[src/rtl/zion_basic_circuit_lib_demux_onehot_stream.sv]
// Valid/ready onehot stream demultiplexer with one registered holding stage.
// Optional saturating dropped-beat counter (oErrCnt) is built when ZION_DEMUX_ONEHOT_ERRCNT_EN is defined.
module zion_basic_circuit_lib_demux_onehot_stream #(
  parameter int NUM_PORT  = 4,
  parameter int WIDTH_DAT = 8
`ifdef ZION_DEMUX_ONEHOT_ERRCNT_EN
  ,
  parameter int ERR_CNT_W = 8
`endif
) (
  input  logic                          clk,
  input  logic                          rst,
  input  logic                          iVld,
  output logic                          oRdy,
  input  logic [NUM_PORT-1:0]           iSel,
  input  logic [WIDTH_DAT-1:0]          iDat,
  output logic [NUM_PORT-1:0]           oVld,
  input  logic [NUM_PORT-1:0]           iRdy,
  output logic [NUM_PORT*WIDTH_DAT-1:0] oDat,
  output logic                          oErr
`ifdef ZION_DEMUX_ONEHOT_ERRCNT_EN
  ,
  output logic [ERR_CNT_W-1:0]          oErrCnt
`endif
);

  localparam logic [0:0] ST_EMPTY = 1'b0;
  localparam logic [0:0] ST_FULL  = 1'b1;

  logic [0:0]           state;
  logic [NUM_PORT-1:0]  sel_reg;
  logic [WIDTH_DAT-1:0] dat_reg;

  logic vld_reg;
  logic drain;
  logic accept;
  logic sel_legal;
  logic load;
  logic drop;

  assign vld_reg = (state == ST_FULL);

  // Only the addressed port's ready can release the beat.
  assign drain  = vld_reg && ((sel_reg & iRdy) != '0);
  assign oRdy   = !vld_reg || drain;
  assign accept = iVld && oRdy;

  // Exactly one bit set: non-zero and clearing the lowest set bit leaves nothing.
  assign sel_legal = (iSel != '0) && ((iSel & (iSel - NUM_PORT'(1))) == '0);
  assign load      = accept && sel_legal;
  assign drop      = accept && !sel_legal;

  // NOTE: sequential state uses non-blocking assignments so every register sees pre-edge values.
  always_ff @(posedge clk) begin
    if (rst) begin
      // NOTE: data and select are reset too, so oDat reads all-zero straight after reset.
      state   <= ST_EMPTY;
      sel_reg <= '0;
      dat_reg <= '0;
      oErr    <= 1'b0;
    end else begin
      oErr <= drop;
      if (load) begin
        state   <= ST_FULL;
        sel_reg <= iSel;
        dat_reg <= iDat;
      end else if (drain) begin
        state <= ST_EMPTY;
      end
    end
  end

  assign oVld = {NUM_PORT{vld_reg}} & sel_reg;

  // NOTE: oDat gets a default before the loop so no path leaves it unassigned (no latch).
  always_comb begin
    oDat = '0;
    for (int i = 0; i < NUM_PORT; i++) begin
      if (sel_reg[i]) oDat[i*WIDTH_DAT +: WIDTH_DAT] = dat_reg;
    end
  end

`ifdef ZION_DEMUX_ONEHOT_ERRCNT_EN
  always_ff @(posedge clk) begin
    if (rst) begin
      oErrCnt <= '0;
    end else if (drop && (oErrCnt != '1)) begin
      oErrCnt <= oErrCnt + ERR_CNT_W'(1);
    end
  end
`endif

`ifndef SYNTHESIS
  // A stalled producer must not change the offered beat.
  property p_stall_stable;
    @(posedge clk) disable iff (rst)
      (iVld && !oRdy) |=> (!iVld || ($stable(iSel) && $stable(iDat)));
  endproperty
  a_stall_stable: assert property (p_stall_stable);
`endif

endmodule

[config.mk]
export PLATFORM = sky130hd
export DESIGN_NAME = zion_basic_circuit_lib_demux_onehot_stream
export DESIGN_NICKNAME = d
export VERILOG_FILES = /design/src/rtl/zion_basic_circuit_lib_demux_onehot_stream.sv
export SDC_FILE = /design/constraint.sdc
export NUM_CORES = 1
export LEC_CHECK = 0
export CAP_MARGIN = 15
export CORE_AREA = 2 2 39 41
export DETAILED_ROUTE_END_ITERATION = 12
export DIE_AREA = 0 0 41 43
export DONT_BUFFER_PORTS = 1
export PLACE_DENSITY = 0.75
export SYNTH_ARGS = -nofsm -noshare
export SYNTH_HDL_FRONTEND = slang
export SYNTH_SLANG_ARGS = --single-unit
[constraint.sdc]
create_clock -name clk -period 3.6 [get_ports clk]
set_input_delay 0.36 -clock clk [delete_from_list [all_inputs] [get_ports clk]]
set_output_delay 0.36 -clock clk [all_outputs]
set_load 0.01 [all_outputs]
# Word-level counts from Yosys, hierarchy flattened
# Index checks and enable logic that the tools add are counted.
# Widths: inputs -> output; s select.
dict set report word_totals {
  in_bits 19
  output_inout_bits 38
  reg_bits 14
}
dict set report classes {
  n_reduce_logical 12
  bitwise 3
  n_mux 6
  n_addsub 1
}
# op count
set op_table {}
lappend op_table {{$mux 8} 4}
lappend op_table {{$and 4x4->4} 3}
lappend op_table {{$reduce_bool 4->1} 2}
lappend op_table {{$logic_and 1x1->1} 5}
lappend op_table {{$logic_not 4->1} 1}
lappend op_table {{$sub 4x1->4 const B} 1}
lappend op_table {{$logic_not 1->1} 2}
lappend op_table {{$mux 1} 2}
lappend op_table {{$reduce_bool 2->1} 1}
lappend op_table {{$logic_or 1x1->1} 1}

# Longest topological paths before layout
# Gate-level depths: netlist (run 1).
dict set report logic_depth {
  word_depth 7
  mapped_depth 5
}

# Worst setup path before layout (run 1)
# OpenSTA, ideal clock, no wires.
dict set report synth_path {
  path_type {input to register}
  from {in iSel[0]}
  to {reg dat_reg[0]}
  n_path_buf 1
  setup_ns 0.117
  required_time_ns 3.483
  cell_stages 5
  path_slack_ns 1.948
  arrival_ns 1.535
  path_cell_list {or4b_1 -> o311ai_2 -> a31oi_2 -> buf_6 -> a22o_1}
}
dict set report synth_between {
  elab_chain_len 5
  elab_cells_between_ends 6
  classes_between {add/sub: 1; bitwise: 1; reduce/logical: 4}
}
# element line
set synth_rtl {}
lappend synth_rtl {{start: declaration} 15} ;# input logic [NUM_PORT-1:0] iSel,
lappend synth_rtl {{$sub 4x1->4} 49} ;# assign sel_legal = (iSel != '0) && ((iSel & (iSel - NUM_PORT'(1))) == '0);
lappend synth_rtl {{$and 4x4->4} 49}
lappend synth_rtl {{$logic_not 4->1} 49}
lappend synth_rtl {{$logic_and 1x1->1 (*)} 49}
lappend synth_rtl {{$logic_and 1x1->1 (*)} 50} ;# assign load = accept && sel_legal;
lappend synth_rtl {{end signal: assignment} 66} ;# dat_reg <= iDat;
lappend synth_rtl {{end: declaration} 32} ;# logic [WIDTH_DAT-1:0] dat_reg;
# Every way passes the cells marked *; elsewhere a longest branch is shown, timed or not.
# A chain may end at the register's enable or synchronous reset.

# Worst setup path after layout (run 1)
dict set report layout_path {
  from {reg sel_reg[0]}
  to {reg dat_reg[3]}
}
dict set report layout_between {
  elab_chain_len 6
}
# element line
set layout_rtl {}
lappend layout_rtl {{start: declaration} 31} ;# logic [NUM_PORT-1:0] sel_reg;
lappend layout_rtl {{start signal: assignment} 65} ;# sel_reg <= iSel;
lappend layout_rtl {{$and 4x4->4} 44} ;# assign drain = vld_reg && ((sel_reg & iRdy) != '0);
lappend layout_rtl {{$reduce_bool 4->1} 44}
lappend layout_rtl {{$logic_and 1x1->1} 44}
lappend layout_rtl {{$logic_or 1x1->1} 45} ;# assign oRdy = !vld_reg || drain;
lappend layout_rtl {{via oRdy} 14} ;# output logic oRdy,
lappend layout_rtl {{$logic_and 1x1->1} 46} ;# assign accept = iVld && oRdy;
lappend layout_rtl {{$logic_and 1x1->1} 50}
# The timed path passes the listed nets, and every way through them passes these cells.

==> summary.log, run 1 <==
INFO  global_routing use_met3=5.236%
INFO  placed_design  place_congestion=0.6369
INFO  cells_and_area final_net_count=98
INFO  floorplanning  die-area=1763squm
INFO  sta            maxSlewHeadroom=60.55%
INFO  cells_and_area seq_area=280.3squm
INFO  clock_tree     postCtsSetupBuffers=0
INFO  worst_hold_path hold_path_startpoint=rst
INFO  route          avgRoutedWirePerCell=17.26um
INFO  placed_design  portBuffers=0
INFO  power          vdd_ir_drop_max=196.2uV
INFO  synthesis      synthesis.nets=99
INFO  route          num_vias=578
INFO  worst_setup_path worstPathArrival=2160ps
INFO  power          total_leakage_power=0.3041nW
INFO  worst_setup_path worst_r2r_endpoint=dat_reg[3]
INFO  clock_tree     cts-htree-levels=1
INFO  global_routing grt_first_pass_wirelength=2318um
INFO  synthesis      synth.largest_area_cell=sky130_fd_sc_hd__dfxtp_1
INFO  cells_and_area antennaDiodeCount=0
INFO  global_routing grt_start_max_net_pins=13
INFO  sta            clock.fmax=0.5145GHz
INFO  floorplanning  initial_util=54.88%
INFO  synthesis      synthTopCellsByCount=sky130_fd_sc_hd__and2_1 (36), sky130_fd_sc_hd__dfxtp_1 (14), sky130_fd_sc_hd__a22o_1 (12)
INFO  floorplanning  fp.coreArea=1384squm
INFO  clock_tree     cts_tree=yes
INFO  synthesis      postSynthAreaPerCell=9.493squm
INFO  global_routing grt_overflow_total=0
INFO  worst_hold_path whs_endpoint=state
INFO  worst_setup_path worst-endpoint-required=3820ps
INFO  worst_hold_path cells_on_worst_hold_path=1
INFO  sta            min_cycle_time_layout=1944ps
INFO  sta            final_hold_viol_count=0
INFO  synthesis      post_synth_num_cell_types=15
INFO  clock_tree     clock-root-buffer=sky130_fd_sc_hd__clkbuf_4
INFO  global_routing grt_pass1_vias=513
INFO  worst_setup_path crit_path_max_incr_delay=600ps
INFO  placed_design  place_inst=90
INFO  clock_tree     clock_insertion_delay_worst_skew=270ps
INFO  synthesis      dominant_register_cell_in_the_synthesized_netlist=sky130_fd_sc_hd__dfxtp_1
INFO  global_routing globalRouteTotalUtil=19.09%
INFO  sta            setup_repair_after_global_routing_missed_its_margin=false
INFO  sta            slew_violations=0
INFO  route          detail_route.first_pass.iterations=4
INFO  cells_and_area fillers=130
INFO  clock_tree     ctsResizeCount=0
INFO  power          pwr_density_cell=387.6nW/um^2
INFO  synthesis      synth.area.top_cells=sky130_fd_sc_hd__dfxtp_1 (37%), sky130_fd_sc_hd__and2_1 (30%), sky130_fd_sc_hd__a22o_1 (14%), sky130_fd_sc_hd__buf_6 (3.0%), sky130_fd_sc_hd__or4b_1 (2.6%)
INFO  clock_tree     cts_buffers=3
INFO  route          first_iter_violations=4
INFO  worst_setup_path r2r_cells=4
INFO  synthesis      yosys_register_bits=14
INFO  synthesis      proportion_of_netlist_area_held_by_the_largest_area_contributor=36.90%
INFO  synthesis      yosysMostFrequentCell=sky130_fd_sc_hd__and2_1
INFO  clock_tree     clk_pin_slew=80ps
INFO  floorplanning  pin_count=57
INFO  floorplanning  die_w=41um
INFO  global_routing grt_busiest_layer=met2
INFO  cells_and_area area_growth=2.471%
INFO  clock_tree     clock_tree.buffer_depth=2
INFO  global_routing met1_usage=23.00%
INFO  worst_setup_path critical_path.endpoint_type=flop
INFO  run            maxCapViolCount=0
INFO  worst_setup_path worst-setup-path-type=reg -> reg
INFO  worst_hold_path hp-class=in -> reg
INFO  worst_setup_path timing.critical_path.fanout_max=12
INFO  worst_setup_path critPathSlowestCell=sky130_fd_sc_hd__a31oi_2
INFO  route          drt-vias-per-instance=6.149
INFO  synthesis      post_synth_inst_count=80
INFO  route          drt-total-wl=1622um
INFO  worst_setup_path worst_r2r_startpoint=sel_reg[0]
INFO  cells_and_area multi_input_comb_area=441.7squm
INFO  sta            setup_violations=0
INFO  synthesis      synth-edff-count=0
INFO  route          route.antenna.remaining_nets=0
INFO  synthesis      synth_seq_area_share=36.90%
INFO  sta            tightest_pin_transition=589.8ps
INFO  sta            timing.clock.skew=4.214ps
INFO  clock_tree     clock-sinks=14
INFO  cells_and_area final_cells=94
INFO  global_routing grt.met2_usage=31.25%
INFO  synthesis      synth_async_sr_flop_share=0%
INFO  outcome        run_status=complete, no violations
INFO  route          drcViolationCount=0
INFO  global_routing antenna_found_initial=0
INFO  cells_and_area final_layout_size_suffix_gt1_share=10.26%
INFO  floorplanning  rows=14
INFO  synthesis      yosys_warnings=0
INFO  worst_setup_path r2r_slack=1660ps
INFO  worst_setup_path startpoint_type=flop
INFO  cells_and_area largest_register_ffs=8
INFO  worst_setup_path crit_chain=a222oi_1, nand3_1, a31oi_2, a22o_1
INFO  floorplanning  dieHeight=43um
INFO  sta            setup-tns-final=0ps
INFO  synthesis      post_synth_instance_area=759.5squm
INFO  clock_tree     cts_hold_buf=0
INFO  sta            timing.final.crit_share=53.99%
## through the flow
step / hold slack (ps) / power, mW / utilization (%) / area (sq um) / worst slack [ps]
3_3_place_gp: 436.1 / 0.1951 / 53.62 / 742.0 / 1764
2_1_floorplan: 429.1 / 0.1937 / - / 759.5 / 1948
5_1_grt: 140.7 / 0.3134 / 56.24 / 778.2 / 1468
4_1_cts: 145.0 / 0.3052 / 56.24 / 778.2 / 1619
3_5_place_dp: 437.7 / 0.1967 / 53.62 / 742.0 / 1646
6_report: 147.6 / 0.3016 / 56.24 / 778.2 / 1656
## cells by family (layout without fill, tap and decap cells)
logic type | Yosys count | count (layout) | synth area share, %
AO/OA/AOI/OAI | 16 | 16 | 19.60
flip-flops | 14 | 14 | 36.90
buffers and inverters | 6 | 4 | 4.942
AND/OR/NAND/NOR | 43 | 43 | 37.40
XOR/XNOR | 1 | 1 | 1.153
## how the worst max path moves through the flow
stage                from          to  slack, ps  cells after the start
6_report       sel_reg[0]  dat_reg[3]       1660                      4
5_1_grt        sel_reg[1]  dat_reg[6]       1470                      4
4_1_cts        sel_reg[0]  dat_reg[3]       1620                      4
3_5_place_dp   sel_reg[0]  dat_reg[3]       1650                      4
3_3_place_gp   sel_reg[0]  sel_reg[3]       1760                      4
2_1_floorplan     iSel[0]  dat_reg[0]       1950                      5
## report_power, final
| group | internal [mW] | total [mW] | switching [mW] |
|---|---|---|---|
| logic | 0.0104 | 0.0211 | 0.0107 |
| clock network | 0.0614 | 0.109 | 0.0476 |
| registers | 0.162 | 0.172 | 0.00962 |
## routing by layer
metal | vias up | wire (um)
met4 | 0 | 5
met2 | 32 | 782
li1 | 276 | -
met1 | 268 | 698
met5 | - | 0
met3 | 2 | 136
## placed cells by master, fill, tap and decap left out, types with 2 or more instances in the layout
cell type	instances
sky130_fd_sc_hd__and2_1	36
sky130_fd_sc_hd__a22o_1	12
sky130_fd_sc_hd__or4b_1	2
sky130_fd_sc_hd__dfxtp_1	14
sky130_fd_sc_hd__clkbuf_4	3
sky130_fd_sc_hd__nand2_1	2
## critical path: cells and delay by family (launching register included)
| kind | cells | cell delay, ps |
|---|---|---|
| AO/OA/AOI/OAI | 3 | 1200 |
| flip-flops | 1 | 410 |
| AND/OR/NAND/NOR | 1 | 290 |
## area by class of cell
| cell class | instances | share of cell area, % |
|---|---|---|
| multi-input combinational | 60 | 56.75 |
| sequential | 14 | 36.01 |
| clock buffer | 4 | 4.662 |
| tap | 16 | 2.572 |
Note: power is estimated with default switching activity, not from simulation.
==> inputs of run 2 (changes only) <==
Clock period 3.6 ns to 1.8 ns, I/O delays scaled along.
==> run 2 against run 1 <==
Net effect: core utilization grew 3.5 points; die area unchanged; clock skew down 3.5 ps; first-iteration DRC count rose to 2.8 times the previous value; register-to-register slack got worse by 1400 ps; flip-flop and latch count unchanged; combinational power rose to 2.8 times the previous value; routed wire length increased by 3.5%; largest power group unchanged; highest routed layer unchanged.
==> summary.log, run 2 (synthesis results as in run 1) <==
INFO  route          route.met2.wl=811um [was 782 um]
INFO  sta            worst_hold_slack=16.90ps [was 147.6 ps]
INFO  global_routing grt_pass1_vias=538 [was 513]
INFO  floorplanning  die-area=1763squm [unchanged]
INFO  run            maxCapViolCount=0 [unchanged]
INFO  outcome        run_status=complete, no violations [unchanged]
INFO  cells_and_area most-common-layout-cells=sky130_fd_sc_hd__and2_1 (36), sky130_fd_sc_hd__dfxtp_1 (14), sky130_fd_sc_hd__a22o_1 (12), sky130_fd_sc_hd__buf_4 (4), sky130_fd_sc_hd__clkbuf_4 (3) [was sky130_fd_sc_hd__and2_1 (36), sky130_fd_sc_hd__dfxtp_1 (14), sky130_fd_sc_hd__a22o_1 (12), sky130_fd_sc_hd__clkbuf_4 (3)]
INFO  sta            clock.fmax=0.6595GHz [was 0.5145 GHz]
INFO  worst_hold_path hold_path_startpoint=iSel[2] [was rst]
INFO  worst_setup_path startpoint_type=flop [unchanged]
INFO  sta            tightest_pin_transition=434.3ps [was 589.8 ps]
INFO  sta            setup_violations=0 [unchanged]
INFO  global_routing grt_first_pass_wirelength=2442um [was 2318 um]
INFO  clock_tree     postCtsSetupBuffers=0 [unchanged]
INFO  clock_tree     cts_buffers=3 [unchanged]
INFO  floorplanning  die_w=41um [unchanged]
INFO  global_routing grt_overflow_total=0 [unchanged]
INFO  sta            min_cycle_time_layout=1516ps [was 1944 ps]
INFO  route          route.antenna.remaining_nets=0 [unchanged]
INFO  worst_setup_path critical_path.endpoint_type=flop [unchanged]
INFO  sta            timing.final.crit_share=84.24% [was 53.99%]
INFO  clock_tree     clock_tree.buffer_depth=2 [unchanged]
INFO  worst_setup_path worst-setup-path-type=reg -> reg [unchanged]
INFO  clock_tree     cts-htree-levels=1 [unchanged]
INFO  clock_tree     clock-root-buffer=sky130_fd_sc_hd__clkbuf_4 [unchanged]
INFO  power          vdd_ir_drop_max=504.6uV [was 196.2 uV]
INFO  route          num_vias=600 [was 578]
INFO  floorplanning  dieHeight=43um [unchanged]
INFO  worst_hold_path whs_endpoint=sel_reg[2] [was state]
INFO  worst_setup_path timing.critical_path.fanout_max=12 [unchanged]
INFO  placed_design  place_congestion=0.6884 [was 0.6369]
INFO  clock_tree     clock_insertion_delay_worst_skew=280ps [was 270 ps]
INFO  floorplanning  pin_count=57 [unchanged]
INFO  sta            final_hold_viol_count=0 [unchanged]
INFO  clock_tree     clock-sinks=14 [unchanged]
INFO  route          drt-vias-per-instance=6.061 [was 6.149]
INFO  sta            maxSlewHeadroom=71.00% [was 60.55%]
INFO  cells_and_area final_net_count=103 [was 98]
INFO  route          avgRoutedWirePerCell=16.95um [was 17.26 um]
INFO  floorplanning  fp.coreArea=1384squm [unchanged]
INFO  worst_setup_path r2r_slack=280ps [was 1660 ps]
INFO  worst_setup_path worstPathArrival=1740ps [was 2160 ps]
INFO  worst_setup_path worst-endpoint-required=2030ps [was 3820 ps]
INFO  worst_setup_path worst_r2r_startpoint=sel_reg[1] [was sel_reg[0]]
INFO  route          drt-total-wl=1678um [was 1622 um]
INFO  clock_tree     cts_tree=yes [unchanged]
INFO  power          pwr_density_cell=750.7nW/um^2 [was 387.6 nW/um^2]
INFO  route          met3_wirelength=149um [was 136 um]
INFO  cells_and_area final_layout_size_suffix_gt1_share=14.46% [was 10.26%]
INFO  worst_setup_path r2r_cells=4 [unchanged]
INFO  sta            timing.clock.skew=0.7563ps [was 4.214 ps]
INFO  route          drcViolationCount=0 [unchanged]
INFO  worst_hold_path hp-class=in -> reg [unchanged]
INFO  worst_setup_path worst_r2r_endpoint=sel_reg[1] [was dat_reg[3]]
INFO  route          first_iter_violations=11 [was 4]
INFO  cells_and_area area_growth=8.896% [was 2.471%]
INFO  sta            setup-tns-final=0ps [unchanged]
INFO  global_routing grt_start_max_net_pins=13 [unchanged]
INFO  route          wirelength_met1=696um [was 698 um]
INFO  floorplanning  initial_util=54.88% [unchanged]
INFO  cells_and_area largest_register_ffs=8 [unchanged]
INFO  cells_and_area most_common_library_cell_in_the_layout_ignoring_fill_and_taps=sky130_fd_sc_hd__and2_1 [unchanged]
INFO  global_routing antenna_found_initial=0 [unchanged]
INFO  clock_tree     clk_pin_slew=80ps [about the same]
INFO  cells_and_area antennaDiodeCount=0 [unchanged]
INFO  global_routing globalRouteTotalUtil=20.96% [was 19.09%]
INFO  worst_hold_path cells_on_worst_hold_path=1 [unchanged]
INFO  power          total_leakage_power=0.3298nW [was 0.3041 nW]
INFO  route          detail_route.first_pass.iterations=4 [unchanged]
INFO  placed_design  portBuffers=0 [unchanged]
INFO  floorplanning  rows=14 [unchanged]
INFO  sta            setup_repair_after_global_routing_missed_its_margin=false [unchanged]
INFO  route          highest_metal_layer_with_signal_wires=met4 [unchanged]
INFO  sta            slew_violations=0 [unchanged]
[run 2: cell types whose count changed in the layout (fill, tap and decap cells not counted), sizes merged]
| cell | before | now |
|---|---|---|
| buf | 0 | 4 |
| dlygate4sd3 | 0 | 1 |
[run 2: worst max path at each step]
stage	start	endpoint	slack [ps]	cells after the start
2_1_floorplan	sel_reg[0]	dat_reg[0]	310	5
6_report	sel_reg[1]	sel_reg[1]	280	4
3_3_place_gp	sel_reg[0]	sel_reg[3]	230	4
5_1_grt	sel_reg[1]	sel_reg[1]	170	4
4_1_cts	sel_reg[1]	sel_reg[1]	110	4
3_5_place_dp	sel_reg[1]	sel_reg[1]	150	4
[run 2: cell type report]
class	count	area, sq um
clock buffers	4	36.28
fillers	126	556.8
multi-input cells	60	450.4
flip-flops and latches	14	280.3
well taps	16	20.02
repair buffers	5	40.04
[run 2: through the flow]
step | std cells | utilization (%) | cell area (sq um) | power (mW) | setup WS, ps
detailed placement | 94 | 55.79 | 772.0 | 0.4000 | 151.4
floorplan | 80 | - | 759.5 | 0.3875 | 312.2
finish | 99 | 59.76 | 827.0 | 0.6209 | 283.7
global placement | 94 | 55.79 | 772.0 | 0.3967 | 226.8
CTS | 99 | 59.13 | 818.3 | 0.6254 | 107.9
global route | 99 | 59.76 | 827.0 | 0.6454 | 165.7
[run 2: repair_timing]
item,in CTS,in global routing
setup endpoints to repair,0,3
endpoints found under the hold margin,1,0
hold buffers,1,0
gates resized for setup,0,1
[run 2: critical path: stages (launching register included)]
cell and delay [ps]:
sky130_fd_sc_hd__dfxtp_1 320, sky130_fd_sc_hd__a222oi_1 290, sky130_fd_sc_hd__nand3_1 220, sky130_fd_sc_hd__a31oi_4 400, sky130_fd_sc_hd__a22o_1 220
[run 2: report_power, final]
group          leakage (nW)  internal [mW]  switching [mW]
sequential            0.114          0.324          0.0140
combinational         0.195         0.0286          0.0299
clock                0.0210          0.123           0.101
total                 0.330          0.476           0.145
[run 2: per-layer routing]
layer / GRT usage (%) / vias to the layer above
li1: - / 284
met1: 23.83 / 278
met2: 32.19 / 36
met3: 8.901 / 2
met4: 10.00 / 0
met5: 0 / -
==> inputs of run 3 (changes only) <==
Clock period 1.8 ns to 1.45 ns, I/O delays scaled along.
==> run 3 against run 2 <==
Net effect: the run now ends with hold timing, setup timing left; cell count is 15% higher; clock skew is 3.3 ps higher; die area stayed put; combinational power is 110% higher; worst setup slack worse by 380 ps; largest cell class unchanged.
==> summary.log, run 3 (synthesis results as in run 1) <==
INFO  power          clock_power_share=34.3% [was 36.2%]
INFO  power          cellInternalPower=0.6247mW [was 0.4756 mW]
INFO  clock_tree     cts_tree=yes [unchanged]
INFO  sta            maxSlewHeadroom=66.03% [was 71.00%]
INFO  floorplanning  die_w=41um [unchanged]
INFO  route          drt-total-wl=1839um [was 1678 um]
INFO  power          swShare=23.50% [was 23.40%]
INFO  route          route.antenna.remaining_nets=0 [unchanged]
INFO  floorplanning  fp.coreArea=1384squm [unchanged]
INFO  route          met3_wirelength=172um [was 149 um]
INFO  sta            clock.fmax=0.6462GHz [was 0.6595 GHz]
INFO  worst_setup_path worst-endpoint-required=1670ps [was 2030 ps]
INFO  power          power_frac_seq=51.1% [was 54.4%]
INFO  floorplanning  pin_count=57 [unchanged]
INFO  sta            tightest_pin_transition=508.7ps [was 434.3 ps]
INFO  global_routing globalRouteTotalUtil=19.64% [was 20.96%]
INFO  floorplanning  initial_util=54.88% [unchanged]
INFO  clock_tree     clk_pin_slew=90ps [was 80 ps]
INFO  placed_design  portBuffers=0 [unchanged]
INFO  cells_and_area most-common-layout-cells=sky130_fd_sc_hd__and2_1 (36), sky130_fd_sc_hd__dfxtp_1 (13), sky130_fd_sc_hd__a22o_1 (12), sky130_fd_sc_hd__dlygate4sd3_1 (11), sky130_fd_sc_hd__buf_4 (5) [was sky130_fd_sc_hd__and2_1 (36), sky130_fd_sc_hd__dfxtp_1 (14), sky130_fd_sc_hd__a22o_1 (12), sky130_fd_sc_hd__buf_4 (4), sky130_fd_sc_hd__clkbuf_4 (3)]
INFO  cells_and_area final_cells=114 [was 99]
INFO  power          pwr_density_cell=825.2nW/um^2 [was 750.7 nW/um^2]
INFO  clock_tree     clock_insertion_delay_worst_skew=270ps [was 280 ps]
INFO  cells_and_area area_growth=30.31% [was 8.896%]
INFO  sta            final_hold_viol_count=2 [was 0]
INFO  route          first_iter_violations=8 [was 11]
INFO  power          total_leakage_power=0.4040nW [was 0.3298 nW]
INFO  global_routing grt_overflow_total=0 [unchanged]
INFO  sta            worst_hold_slack=-5.105ps [was 16.90 ps]
INFO  sta            post-route-worst-setup-slack=-97.61ps [was 283.7 ps]
INFO  route          route.met2.wl=936um [was 811 um]
INFO  route          avgRoutedWirePerCell=16.13um [was 16.95 um]
INFO  cells_and_area final_core_util=71.52% [was 59.76%]
INFO  placed_design  dpl_cell_area=787.0squm [was 772.0 sq um]
INFO  worst_setup_path critical_path.endpoint_type=flop [unchanged]
INFO  route          drt-vias-per-instance=5.965 [was 6.061]
INFO  worst_setup_path startpoint_type=flop [unchanged]
INFO  floorplanning  rows=14 [unchanged]
INFO  sta            timing.final.crit_share=106.7% [was 84.24%]
INFO  sta            timing.clock.skew=4.049ps [was 0.7563 ps]
INFO  sta            setup_repair_after_global_routing_missed_its_margin=true [was false]
INFO  cells_and_area final_layout_size_suffix_gt1_share=18.37% [was 14.46%]
INFO  floorplanning  die-area=1763squm [unchanged]
INFO  floorplanning  dieHeight=43um [unchanged]
INFO  global_routing grt_first_pass_wirelength=2463um [was 2442 um]
INFO  route          highest_metal_layer_with_signal_wires=met4 [unchanged]
INFO  sta            setup_violations=13 [was 0]
INFO  power          switching_power=0.1919mW [was 0.1453 mW]
INFO  sta            slew_violations=0 [unchanged]
INFO  global_routing grt_pass1_vias=570 [was 538]
INFO  cells_and_area final_net_count=118 [was 103]
INFO  route          wirelength_met1=724um [was 696 um]
INFO  worst_setup_path timing.critical_path.fanout_max=11 [was 12]
INFO  global_routing grt_start_max_net_pins=13 [unchanged]
INFO  worst_hold_path hp-class=in -> reg [unchanged]
INFO  placed_design  place_congestion=0.7581 [was 0.6884]
INFO  clock_tree     cts-htree-levels=1 [unchanged]
INFO  worst_setup_path worstPathArrival=1770ps [was 1740 ps]
INFO  route          detail_route.first_pass.iterations=4 [unchanged]
INFO  worst_setup_path worst-setup-path-type=reg -> reg [unchanged]
INFO  clock_tree     clock-sinks=14 [unchanged]
INFO  cells_and_area fillers=99 [was 126]
INFO  run            maxCapViolCount=0 [unchanged]
INFO  clock_tree     clock_tree.buffer_depth=2 [unchanged]
INFO  cells_and_area postLayoutCellArea=989.7squm [was 827.0 sq um]
INFO  cells_and_area largest_register_ffs=8 [unchanged]
INFO  outcome        violations=hold timing, setup timing
INFO  power          share_comb_of_total_power=14.7% [was 9.4%]
INFO  global_routing antenna_found_initial=0 [unchanged]
INFO  outcome        run_status=finished with violations [was complete, no violations]
INFO  clock_tree     cts_buffers=3 [unchanged]
INFO  cells_and_area most_common_library_cell_in_the_layout_ignoring_fill_and_taps=sky130_fd_sc_hd__and2_1 [unchanged]
INFO  placed_design  place_inst=96 [was 94]
INFO  cells_and_area antennaDiodeCount=0 [unchanged]
INFO  sta            min_cycle_time_layout=1548ps [was 1516 ps]
INFO  power          vdd_ir_drop_max=579.9uV [was 504.6 uV]
INFO  clock_tree     clock-root-buffer=sky130_fd_sc_hd__clkbuf_4 [unchanged]
INFO  route          num_vias=680 [was 600]
INFO  route          drcViolationCount=0 [unchanged]
-- run 3: changes by cell type in the layout (fill, tap and decap cells not counted), sizes merged --
cell,change
and4b,+1
buf,+4
dlygate4sd3,+10
-- run 3: power by group through the flow --
| stage | clock network, mW | logic (mW) | registers (mW) |
|---|---|---|---|
| 3_5_place_dp | 0 | 0.0743 | 0.426 |
| 5_1_grt | 0.291 | 0.129 | 0.421 |
| 4_1_cts | 0.279 | 0.102 | 0.417 |
| 2_1_floorplan | 0 | 0.0597 | 0.421 |
| 3_3_place_gp | 0 | 0.0717 | 0.425 |
| 6_report | 0.280 | 0.120 | 0.417 |
-- run 3: final timing paths --
kind / start / endpoint / slack (ps) / cells past startpoint
hold / removal: iDat[1] / dat_reg[1] / -5 / 1
setup / recovery: sel_reg[0] / dat_reg[2] / -100 / 6
hold reg to reg: dat_reg[7] / dat_reg[7] / 540 / 1
setup reg to reg: sel_reg[0] / dat_reg[2] / -100 / 6
-- run 3: area by class of cell --
class                      instances  area [sq um]  area share [%]
tap                               16         20.02           2.023
multi-input combinational         61         461.7           46.65
clock buffer                       4         36.28           3.666
timing repair buffer              19         190.2           19.22
sequential                        14         281.5           28.45
-- run 3: critical path: stages, from the launching register on --
cell and delay (ps):
sky130_fd_sc_hd__dfxtp_2 330, sky130_fd_sc_hd__a222oi_1 340, sky130_fd_sc_hd__nand3_1 180, sky130_fd_sc_hd__buf_4 180
sky130_fd_sc_hd__a31oi_4 190, sky130_fd_sc_hd__buf_12 150, sky130_fd_sc_hd__a22o_1 130
-- run 3: layer usage --
| metal | vias up | track usage, % |
|---|---|---|
| met1 | 321 | 24.75 |
| met2 | 41 | 32.50 |
| li1 | 316 | - |
| met5 | - | 0 |
| met3 | 2 | 4.712 |
| met4 | 0 | 4.000 |
-- run 3: repair_timing --
| action | CTS | global route |
|---|---|---|
| setup endpoints to repair | 13 | 14 |
| resized for setup | 3 | 1 |
| gates cloned | 0 | 1 |
| hold buffers | 11 | 0 |
| setup buffers | 0 | 2 |
| endpoints found under the hold margin | 10 | 0 |
-- run 3: stage by stage --
step | setup TNS, ps | power [mW] | setup slack [ps]
2_1_floorplan | -300.1 | 0.4810 | -30.01
3_3_place_gp | -1086 | 0.4964 | -93.14
3_5_place_dp | -1738 | 0.5001 | -151.3
4_1_cts | -797.2 | 0.7988 | -78.46
5_1_grt | -2661 | 0.8415 | -214.9
6_report | -1187 | 0.8167 | -97.61
